==> src/rtl/mod_cache_mux.sv <==
// mod_cache_mux: two-processor arbitration mux onto one shared cache port.
// Writes are blocked during reset and during the cycle after an owner change.
module mod_cache_mux #(
    parameter int DW = 16,
    parameter int AW = 16
) (
    input  logic          clk,
    input  logic          rst,
    input  logic          sel,
    input  logic [AW-1:0] proc1_Addr,
    input  logic [DW-1:0] proc1_DataIn,
    input  logic          proc1_WE,
    input  logic [AW-1:0] proc2_Addr,
    input  logic [DW-1:0] proc2_DataIn,
    input  logic          proc2_WE,
    input  logic [DW-1:0] cache_DataOut,
    output logic [AW-1:0] cache_Addr,
    output logic [DW-1:0] cache_DataIn,
    output logic          cache_WE,
    output logic [DW-1:0] proc1_DataOut,
    output logic [DW-1:0] proc2_DataOut
);
    logic sel_q;

    always_comb begin
        cache_Addr   = sel ? proc2_Addr : proc1_Addr;
        cache_DataIn = sel ? proc2_DataIn : proc1_DataIn;
        cache_WE     = !rst && (sel == sel_q) && (sel ? proc2_WE : proc1_WE);
    end

    always_ff @(posedge clk) begin
        if (rst) begin
            sel_q         <= 1'b0;
            proc1_DataOut <= '0;
            proc2_DataOut <= '0;
        end else begin
            sel_q <= sel;
            if (sel) proc2_DataOut <= cache_DataOut;
            else     proc1_DataOut <= cache_DataOut;
        end
    end
endmodule

==> config.mk <==
export PLATFORM = sky130hd
export DESIGN_NAME = mod_cache_mux
export DESIGN_NICKNAME = d
export VERILOG_FILES = /design/src/rtl/mod_cache_mux.sv
export SDC_FILE = /design/constraint.sdc
export NUM_CORES = 1
export LEC_CHECK = 0
export CORE_ASPECT_RATIO = 0.8
export CORE_UTILIZATION = 39
export DETAILED_ROUTE_END_ITERATION = 10
export DONT_BUFFER_PORTS = 1
export SLEW_MARGIN = 15
export SYNTH_ARGS = -nofsm -noshare
export SYNTH_HDL_FRONTEND = slang
export SYNTH_SLANG_ARGS = --single-unit
==> constraint.sdc <==
create_clock -name clk -period 2.44 [get_ports clk]
set_input_delay 0.244 -clock clk [delete_from_list [all_inputs] [get_ports clk]]
set_output_delay 0.244 -clock clk [all_outputs]
set_load 0.03 [all_outputs]
* Yosys cells after proc, flatten, opt, wreduce, memory -nomap -nowiden
Cells that the tools add are included.
** Cells by class
- Equal/unequal tests :: 1
- Mux-type cells :: 3
- Reductions and logical operators :: 3
** Operator list (number)
- $mux 16 :: 2
- $logic_and 1x1->1 :: 2
- $eq 1x1->1 :: 1
- $logic_not 1->1 :: 1
- $mux 1 :: 1
** Storage, ports and cells
- Bits in registers :: 33
- Bits of input ports :: 85
- Word-level logic and storage cells :: 10

* Depth between registers and ports, before layout
Gate-level depths: netlist of run 1.
- Depth in word-level cells :: 3
- Depth in mapped cells :: 5
- Depth with buffers taken out :: 2

* Least setup slack after synthesis of run 1
OpenSTA, ideal clock, no wires.
- Path type :: input port to output port
- Start :: input port sel
- End :: output port cache_WE
- Data arrival time :: 1.369 ns
- Required time :: 2.196 ns
- Setup slack :: 0.827 ns
- Stages on the path :: 4
- Buffers on the path :: 2
- Path through :: buf_2 -> buf_6 -> or3b_1 -> a21oi_1
** Between the ends
- Cells in the longest elaborated chain, start to end :: 3
- Elaborated cells between the ends (all ways) :: 4
** RTL lines
- from (decl) :: RTL line 9 : input logic sel,
- $eq 1x1->1 :: RTL line 28 : cache_WE = !rst && (sel == sel_q) && (sel ? proc2_WE : proc1_WE);
- $logic_and 1x1->1 :: RTL line 28
- $logic_and 1x1->1 * :: RTL line 28
- to (decl) :: RTL line 19 : output logic cache_WE,
Mark *: on every way between the ends. The rest lies on a longest branch, timed or not.

* Worst setup path in the final report of run 1
- Start :: register sel_q
- End :: output port cache_WE
** Between the ends
- Cells in the longest elaborated chain, start to end :: 3
** RTL lines
- from (decl) :: RTL line 23 : logic sel_q;
- from (signal assigned) :: RTL line 37 : sel_q <= sel;
- $eq 1x1->1 :: RTL line 28
- $logic_and 1x1->1 (2 in series) :: RTL line 28
Every way passes these cells.

==> reports/results.tsv, run 1 <==
stage	metric	value	unit
logic_synthesis	ys_types	13	
global_route	grt_pass1_wl	5.706	mm
logic_synthesis	synth_seq_cells	33	
final_layout	multi_input_area	825.8	µm²
timing	setup_tns	0	ns
clock_network	clockBufferDepth	2	
logic_synthesis	avgSynthCellArea	10.73	µm²
logic_synthesis	synth_top_cells_by_area	dfxtp_1 42%, mux2_2 23%, mux2i_1 21%	
final_layout	seq_area	660.6	µm²
logic_synthesis	synth_ff_type	dfxtp_1	
final_layout	nFillCells	380	
final_layout	drive_gt1_share	28.37	%
final_layout	num_antenna_cells	0	
global_route	grt.total_usage	18.70	%
timing	fmax	0.5785	GHz
logic_synthesis	syn_inst	145	
flow_run	drv_cap	0	
placed_design	placed_cell_area	1555	µm²
power	power.leakage	0.0006971	µW
final_layout	syn_to_final_growth	5.551	%
clock_network	clk_latency	0.27	ns
global_route	met1_usage	21.81	%
drt	routedWlPerCell	20.80	µm
global_route	grt_util_met3	8.904	%
floorplan	dieArea	4246	µm²
timing	maxSlewViolCount	0	
global_route	grt_max_degree	68	
clock_network	clkTransAtPathRegs	0.06	ns
timing	worst_clock_skew	0	ns
timing	setup_violations	0	
timing	rsz0062_at_grt	false	
drt	drt_iter0_drc	28	
critical_path	crit_type	register to primary output	
final_layout	finalNonFillerCells	196	
floorplan	num_rows	20	
run_status	status	finished, final reports clean	
logic_synthesis	ys_seq_area_share	42.48	%
drt	dr.pass1.iters	2	
logic_synthesis	synth_fp_nets	230	
critical_path	reg2reg_depth	2	
logic_synthesis	synth_async_sr_flop_share	0	%
critical_path	required	2.20	ns
clock_network	cts_root_buffer	clkbuf_8	
floorplan	fp.coreArea	3804	µm²
critical_path	start_kind	register	
drt	route.detailed.drc	0	
placed_design	dp_slack	0.9876	ns
logic_synthesis	yosysWarnings	0	
clock_network	holdBufCountCts	0	
global_route	globalRouteMet2Util	29.91	%
critical_path	arrival	1.48	ns
timing	fin_crit	1.729	ns
placed_design	gp_congestion	1.060	
floorplan	die_x	72.60	µm
placed_design	dp_cells	188	
power	peakVddDrop	0.0004697	V
logic_synthesis	synth_top_cell_by_area	dfxtp_1	
timing	tightest_slew	0.6829	ns
timing	min_period_over_period	70.85	%
timing	hold-worst-slack	0.03715	ns
logic_synthesis	synth_most_common_cell	dfxtp_1	
critical_path	crit_fanout	2	
power	power_density	755.2	nW/µm²
floorplan	ios	150	
clock_network	ctsHtreeMaxLevel	2	
drt	wl	4.076	mm
timing	finalHoldViolCount	0	
critical_path	end_kind	primary output	
clock_network	cts_buffers	5	
placed_design	portBuffers	0	
drt	via_per_inst	5.556	
floorplan	start_util	40.89	%
hold_path	hold_path_class	primary input to register	
logic_synthesis	synth_top_area_share	42.48	%
drt	ant_nets	0	
global_route	grt.overflow.total	0	
clock_network	tritoncts	yes	
logic_synthesis	netlist_area	1555	µm²
clock_network	cts.sinks	33	
clock_network	cts_setup_buffers	0	
final_layout	fin_nets	225	
hold_path	whs_path_depth	1	
floorplan	dieHeight	58.48	µm
logic_synthesis	synth-edff-count	0	
clock_network	cts_resized	0	
drt	via_count	1089	
logic_synthesis	synth_top_cells_by_count	33 x dfxtp_1, 32 x mux2_2, 32 x mux2i_1, 32 x nor2_1, 4 x buf_2	
timing	fin_ws	0.7112	ns
global_route	grt_pass1_vias	1092	
final_layout	stdcell_area	1642	µm²
global_route	antenna_found_initial	1	
global_route	top_usage_layer	met2	
timing	maxSlewHeadroom	54.62	%
registers in the layout, summed over array words and instances, names as in the netlist:
signal         cells
sel_q              1
proc2_DataOut     16
proc1_DataOut     16
worst max-delay path, stage by stage, from the launching register on:
cell	delay, ns
dfxtp_1	0.31
or3b_1	0.34
a21oi_1	0.57
path summary, 6_finish.rpt:
check,start,endpoint,slack [ns]
worst min register to register,proc2_DataOut[8]$_SDFFE_PP0P_,proc2_DataOut[8]$_SDFFE_PP0P_,0.66
worst max-delay path,sel_q$_SDFF_PP0_,cache_WE,0.71
worst max register to register,proc2_DataOut[4]$_SDFFE_PP0P_,proc2_DataOut[4]$_SDFFE_PP0P_,1.63
worst min-delay path,rst,proc1_DataOut[15]$_SDFFE_PP0N_,0.04
stage by stage:
step                      utilization [%]  power, µW
after CTS                           43.16       1254
after floorplan                         -      876.0
after global routing                43.16       1288
final                               43.16       1240
after global placement              40.89      859.9
after detailed placement            40.89      862.5
placed cells by master, fill, tap and decap left out:
cell type | synthesis | routed
dfxtp_1 | 33 | 33
mux2_2 | 32 | 32
mux2i_1 | 32 | 32
nor2_1 | 32 | 32
clkbuf_8 | 0 | 5
clkinv_2 | 0 | 2
nand3_1 | 1 | 1
or3b_1 | 1 | 1
a21oi_1 | 1 | 1
nor2b_1 | 1 | 1
clkinvlp_4 | 0 | 1
cells by family (layout without fill, tap and decap cells):
| logic type | Yosys count | after routing | share of synthesized area, % |
|---|---|---|---|
| multiplexers | 64 | 64 | 43.77 |
| AND/OR/NAND/NOR | 35 | 35 | 9.011 |
| flip-flops | 33 | 33 | 42.48 |
| buffers and inverters | 12 | 8 | 4.424 |
| AO/OA/AOI/OAI | 1 | 1 | 0.3215 |
layer usage:
| layer | part of all wire [%] | vias up |
|---|---|---|
| met5 | 0.27 | - |
| met4 | 1.0 | 2 |
| met3 | 11 | 8 |
| met2 | 48 | 70 |
| met1 | 40 | 519 |
| li1 | - | 490 |
report_power, final:
part           total [µW]  switching [µW]  internal (µW)
clock                 390             194            196
combinational         195             121           74.2
sequential            654            83.3            571
total                1240             398            842
final cells by class:
type                    instances  share of cell area (%)
clock buffers                   5                   4.192
clock inverters                 3                   1.067
multi-input cells             100                   50.31
flip-flops and latches         33                   40.24
well taps                      55                   4.192
Power figures use the tool's default switching activity.
==> inputs of run 2 (changes only) <==
==> constraint.sdc (replaced) <==
create_clock -name clk -period 1.4 [get_ports clk]
set_input_delay 0.14 -clock clk [delete_from_list [all_inputs] [get_ports clk]]
set_output_delay 0.14 -clock clk [all_outputs]
set_load 0.03 [all_outputs]
==> run 2 against run 1 <==
Net effect:
- final cell count up 3.6%
- via count unchanged
- clock skew unchanged
- clock power up 140%
- hold slack worse by 0.033 ns
- sequential cell count unchanged
- global-route usage down 0.10 points
- first-iteration DRC count down 21%
- die area unchanged
- power up 97%
- critical path type unchanged
- largest power group unchanged
- highest routed layer is now met4
==> reports/results.tsv, run 2 (synthesized netlist as in run 1, its figures left out) <==
stage	metric	value	unit	change
run_status	status	finished, final reports clean		
drt	via_count	1089		unchanged
global_route	grt_pass1_vias	1030		-5.7%
placed_design	dp_hpwl	3.026	mm	
floorplan	start_util	40.89	%	unchanged
floorplan	fp.coreArea	3804	µm²	unchanged
timing	finalHoldViolCount	0		unchanged
drt	routedWlPerCell	20.14	µm	-3.2%
clock_network	clkTransAtPathRegs	0.07	ns	about the same
placed_design	gp_congestion	0.9470		-11%
final_layout	nFillCells	355		-6.6%
clock_network	cts_root_buffer	clkbuf_8		
clock_network	tritoncts	yes		
timing	setup_violations	0		unchanged
drt	via_per_inst	5.365		-3.4%
power	power.leakage	0.0007465	µW	+7.1%
floorplan	num_rows	20		unchanged
flow_run	drv_cap	0		unchanged
floorplan	dieHeight	58.48	µm	unchanged
timing	maxSlewHeadroom	76.44	%	+22 points
drt	route.detailed.drc	0		unchanged
timing	min_period_over_period	97.93	%	
clock_network	clockBufferDepth	2		unchanged
placed_design	portBuffers	0		unchanged
drt	drt_iter0_drc	22		-21%
critical_path	end_kind	primary output		
final_layout	final_common_cell	dfxtp_1		
global_route	grt_max_degree	68		unchanged
critical_path	crit_type	register to primary output		
clock_network	clk_latency	0.28	ns	about the same
timing	fmax	0.7294	GHz	
drt	dr.pass1.iters	4		+2
clock_network	cts_buffers	5		unchanged
power	power_density	1383	nW/µm²	+83%
global_route	grt.total_usage	18.60	%	-0.10 points
final_layout	syn_to_final_growth	13.76	%	
power	p_total	2446	µW	+97%
floorplan	die_x	72.60	µm	unchanged
critical_path	crit_fanout	2		unchanged
timing	rsz0062_at_grt	true		
final_layout	num_antenna_cells	0		unchanged
floorplan	ios	150		unchanged
floorplan	dieArea	4246	µm²	unchanged
global_route	antenna_found_initial	0		-1
final_layout	top_regs	proc1_DataOut x16, proc2_DataOut x16, sel_q x1		
clock_network	cts.sinks	33		unchanged
timing	fin_crit	1.371	ns	
final_layout	drive_gt1_share	29.05	%	+0.69 points
critical_path	arrival	1.23	ns	-0.25 ns
critical_path	start_kind	register		
final_layout	fin_nets	232		+3.1%
final_layout	final_cell_mix	33 x dfxtp_1, 32 x mux2_2, 32 x mux2i_1, 32 x nor2_1		
clock_network	ctsHtreeMaxLevel	2		unchanged
clock_network	cts_setup_buffers	0		unchanged
hold_path	hold_path_class	primary input to register		
global_route	grt_pass1_wl	5.561	mm	-2.5%
timing	setup_tns	0	ns	unchanged
timing	maxSlewViolCount	0		unchanged
timing	tightest_slew	0.3530	ns	-0.3299 ns
critical_path	required	1.26	ns	-0.94 ns
drt	ant_nets	0		unchanged
global_route	grt.overflow.total	0		unchanged
timing	worst_clock_skew	0	ns	unchanged
power	peakVddDrop	0.0008941	V	+90%
drt	wl	4.088	mm	+0.29%
[run 2: cell count changes in the layout (fill, tap and decap cells not counted)]
cell,delta
or3b_1,-1
clkinv_2,-2
or3b_4,+1
a21oi_1,-1
buf_12,+1
clkbuf_8,+1
a21oi_4,+1
bufinv_16,+1
dlygate4sd3_1,+6
[run 2: stage by stage]
stage	utilization, %	setup slack (ns)	area [µm²]	hold WS [ns]	std cells
after floorplan	-	0.1531	1559	0.2839	145
after global placement	40.99	0.2507	1559	0.2154	188
after detailed placement	40.99	0.2410	1559	0.2185	188
after CTS	45.99	0.01808	1749	0.0006612	201
after global routing	46.51	-0.01952	1769	0.007397	203
final	46.51	0.02893	1769	0.004645	203
[run 2: layout make-up]
cell class | count | area, µm² | share of cell area (%)
clock buffers | 6 | 82.58 | 4.668
clock inverters | 2 | 37.54 | 2.122
multi-input cells | 100 | 839.6 | 47.45
flip-flops and latches | 33 | 660.6 | 37.34
well taps | 55 | 68.82 | 3.890
repair buffers | 7 | 80.08 | 4.526
[run 2: report_power, final]
group | switching, µW | total [µW] | internal [µW]
registers | 145 | 1140 | 995
clock network | 351 | 929 | 578
logic | 229 | 377 | 148
total | 724 | 2450 | 1720
[run 2: path summary, 6_finish.rpt]
path | start | to | slack [ns] | depth (start not counted)
setup / recovery | sel_q$_SDFF_PP0_ | cache_WE | 0.03 | 2
hold / removal | cache_DataOut[6] | proc2_DataOut[6]$_SDFFE_PP0P_ | 0.005 | 2
setup reg to reg | proc2_DataOut[4]$_SDFFE_PP0P_ | proc2_DataOut[4]$_SDFFE_PP0P_ | 0.56 | 2
hold reg to reg | proc2_DataOut[6]$_SDFFE_PP0P_ | proc2_DataOut[6]$_SDFFE_PP0P_ | 0.66 | 2
[run 2: repair_timing]
| item | in CTS | in global routing |
|---|---|---|
| endpoints found under the setup margin | 1 | 1 |
| cloned | 0 | 0 |
| pin swaps | 1 | 0 |
| endpoints found under the hold margin | 33 | 2 |
| hold buffers | 5 | 2 |
| gates resized for setup | 2 | 0 |
[run 2: per-layer routing]
metal | track usage [%] | part of all wire (%) | up-vias
met5 | 0 | 0 | -
met4 | 6.723 | 0.91 | 0
met2 | 31.24 | 50 | 68
met3 | 8.390 | 9.7 | 5
met1 | 20.98 | 40 | 517
li1 | - | - | 499
[run 2: critical path, stage by stage, from the launching register on]
cell     delay (ns)
dfxtp_1        0.31
or3b_4         0.38
a21oi_4        0.26
==> inputs of run 3 (changes only) <==
--- a/config.mk
+++ b/config.mk
@@ -9,6 +9,8 @@
 export CORE_UTILIZATION = 39
 export DETAILED_ROUTE_END_ITERATION = 10
 export DONT_BUFFER_PORTS = 1
+export GPL_TIMING_DRIVEN = 0
+export PLACE_DENSITY = 0.65
 export SLEW_MARGIN = 15
 export SYNTH_ARGS = -nofsm -noshare
 export SYNTH_HDL_FRONTEND = slang
==> run 3 against run 2 <==
Net effect:
- sequential power barely moved
- cell area decreased by 2.5%
- power is 8.4% lower
- first-iteration DRC count is 64% higher
- via count shrank 0.28%
- sequential cell count unchanged
- utilization shrank 1.2 points
- hold slack gained 0.0027 ns
- clock skew unchanged
- non-clock buffer count rose by 5
- critical path depth unchanged
- combinational power up 12%
==> reports/results.tsv, run 3 (synthesized netlist as in run 1, its figures left out) <==
stage	metric	value	unit	change
run_status	status	finished, final reports clean		
placed_design	dp_hpwl	3.335	mm	+10%
drt	route.detailed.drc	0		unchanged
drt	ant_nets	0		unchanged
timing	min_period_over_period	98.31	%	+0.37 points
critical_path	arrival	1.24	ns	about the same
timing	finalHoldViolCount	0		unchanged
placed_design	dp_slack	0.1116	ns	-0.1294 ns
final_layout	final_common_cell	dfxtp_1		
critical_path	start_kind	register		
power	seqPwrFrac	50.9	%	+4.3 points
clock_network	clockBufferDepth	2		unchanged
power	peakVddDrop	0.0006248	V	-30%
power	intPower	1483	µW	-14%
final_layout	final_cell_mix	33 x dfxtp_1, 32 x mux2_2, 32 x mux2i_1, 32 x nor2_1, 5 x clkbuf_8		
clock_network	cts_root_buffer	clkbuf_8		
critical_path	required	1.26	ns	about the same
critical_path	end_kind	primary output		
power	p_clk_share	30.2	%	-7.8 points
floorplan	start_util	40.89	%	unchanged
timing	setup_violations	0		unchanged
timing	rsz0062_at_grt	true		
global_route	grt_pass1_vias	1125		+9.2%
critical_path	crit_type	register to primary output		
clock_network	cts_buffers	5		unchanged
clock_network	clkTransAtPathRegs	0.07	ns	about the same
clock_network	clk_latency	0.27	ns	about the same
final_layout	multi_input_area	839.6	µm²	unchanged
floorplan	dieHeight	58.48	µm	unchanged
power	combPwrFrac	18.9	%	+3.5 points
drt	via_per_inst	5.221		-2.7%
floorplan	fp.coreArea	3804	µm²	unchanged
timing	tightest_slew	0.4969	ns	+0.1440 ns
placed_design	placed_cell_area	1628	µm²	+4.4%
placed_design	dp_cells	200		+6.4%
floorplan	dieArea	4246	µm²	unchanged
global_route	grt_max_degree	12		-82%
drt	via_count	1086		-0.28%
critical_path	slowest_delay	0.38	ns	about the same
global_route	grt_pass1_wl	5.754	mm	+3.5%
clock_network	tritoncts	yes		
final_layout	nFillCells	362		+2.0%
final_layout	drive_gt1_share	32.68	%	+3.6 points
critical_path	crit_slowest_cell	or3b_4		
floorplan	die_x	72.60	µm	unchanged
timing	worst_clock_skew	0	ns	unchanged
timing	fmax	0.7266	GHz	-0.38%
floorplan	num_rows	20		unchanged
final_layout	stdcell_area	1724	µm²	-2.5%
critical_path	critical_path.top_delay_family	simple AND/OR/NAND/NOR gates		
final_layout	syn_to_final_growth	10.86	%	
drt	drt_iter0_drc	36		+64%
power	power.leakage	0.0007394	µW	-0.95%
final_layout	seq_area	660.6	µm²	unchanged
final_layout	top_regs	proc1_DataOut x16, proc2_DataOut x16, sel_q x1		
timing	fin_ws	0.02372	ns	-0.005208 ns
power	p_sw	758.4	µW	+4.7%
global_route	antenna_found_initial	0		unchanged
timing	fin_crit	1.376	ns	+0.005208 ns
drt	wl	4.109	mm	+0.51%
clock_network	cts.sinks	33		unchanged
timing	maxSlewViolCount	0		unchanged
power	netSwitchingFraction	33.84	%	+4.2 points
critical_path	crit_fanout	2		unchanged
power	power_density	1300	nW/µm²	-6.0%
critical_path	path_buf_inv	0		unchanged
drt	routedWlPerCell	19.75	µm	-1.9%
drt	dr.pass1.iters	4		unchanged
critical_path	worstPathCellList	or3b_4, a21oi_4		
clock_network	cts_setup_buffers	0		unchanged
hold_path	hold_path_class	primary input to register		
final_layout	num_antenna_cells	0		unchanged
floorplan	ios	150		unchanged
clock_network	ctsHtreeMaxLevel	2		unchanged
placed_design	portBuffers	0		unchanged
global_route	grt.overflow.total	0		unchanged
timing	maxSlewHeadroom	66.87	%	-9.6 points
global_route	grt.total_usage	18.54	%	-0.057 points
flow_run	drv_cap	0		unchanged
final_layout	fin_nets	237		+2.2%
final_layout	finalNonFillerCells	208		+2.5%
placed_design	gp_congestion	0.8827		-6.8%
run 3: power by group through the flow:
stage	logic (µW)	clock network (µW)	registers, µW
final	424	677	1140
after global routing	446	734	1150
after CTS	425	695	1140
after detailed placement	422	0	1160
after global placement	414	0	1160
after floorplan	378	0	1150
run 3: final timing paths:
kind,cells past startpoint,slack [ns],to,from
hold reg to reg,2,0.66,proc2_DataOut[4]$_SDFFE_PP0P_,proc2_DataOut[4]$_SDFFE_PP0P_
setup / recovery,2,0.02,cache_WE,sel_q$_SDFF_PP0_
hold / removal,2,0.007,proc1_DataOut[12]$_SDFFE_PP0N_,cache_DataOut[12]
setup reg to reg,2,0.55,proc1_DataOut[7]$_SDFFE_PP0N_,proc1_DataOut[7]$_SDFFE_PP0N_
run 3: worst register-to-register path, cell delays in order (launching register included):
cell	delay [ns]
dfxtp_1	0.54
mux2i_1	0.13
nor2_1	0.12
run 3: metal layers:
metal / routed length [µm] / share of wire (%) / GRT usage [%] / up-vias
met3: 303 / 7.4 / 5.993 / 3
li1: - / - / - / 511
met2: 1928 / 47 / 28.97 / 56
met5: 0 / 0 / 0 / -
met4: 18 / 0.44 / 4.202 / 0
met1: 1859 / 45 / 25.05 / 516
run 3: timing repair:
item / 4_1_cts / 5_1_grt
gates resized for setup: 1 / 1
hold buffers: 0 / 0
pin swaps: 1 / 1
endpoints found under the hold margin: 0 / 0
endpoints found under the setup margin: 1 / 1
run 3: stage by stage:
step                utilization [%]  hold slack, ns   TNS [ns]  power [µW]
floorplan                         -          0.2839          0        1528
global placement              42.80          0.2880          0        1574
detailed placement            42.80          0.2928          0        1584
CTS                           45.26        0.001664          0        2261
global route                  45.33        0.009406  -0.007152        2326
finish                        45.33        0.007389          0        2241
run 3: cell type report:
cell class / count / area share (%)
multi-input cells: 100 / 48.69
flip-flops and latches: 33 / 38.32
clock buffers: 5 / 3.991
plain buffers: 12 / 3.991
well taps: 55 / 3.991
clock inverters: 3 / 1.016
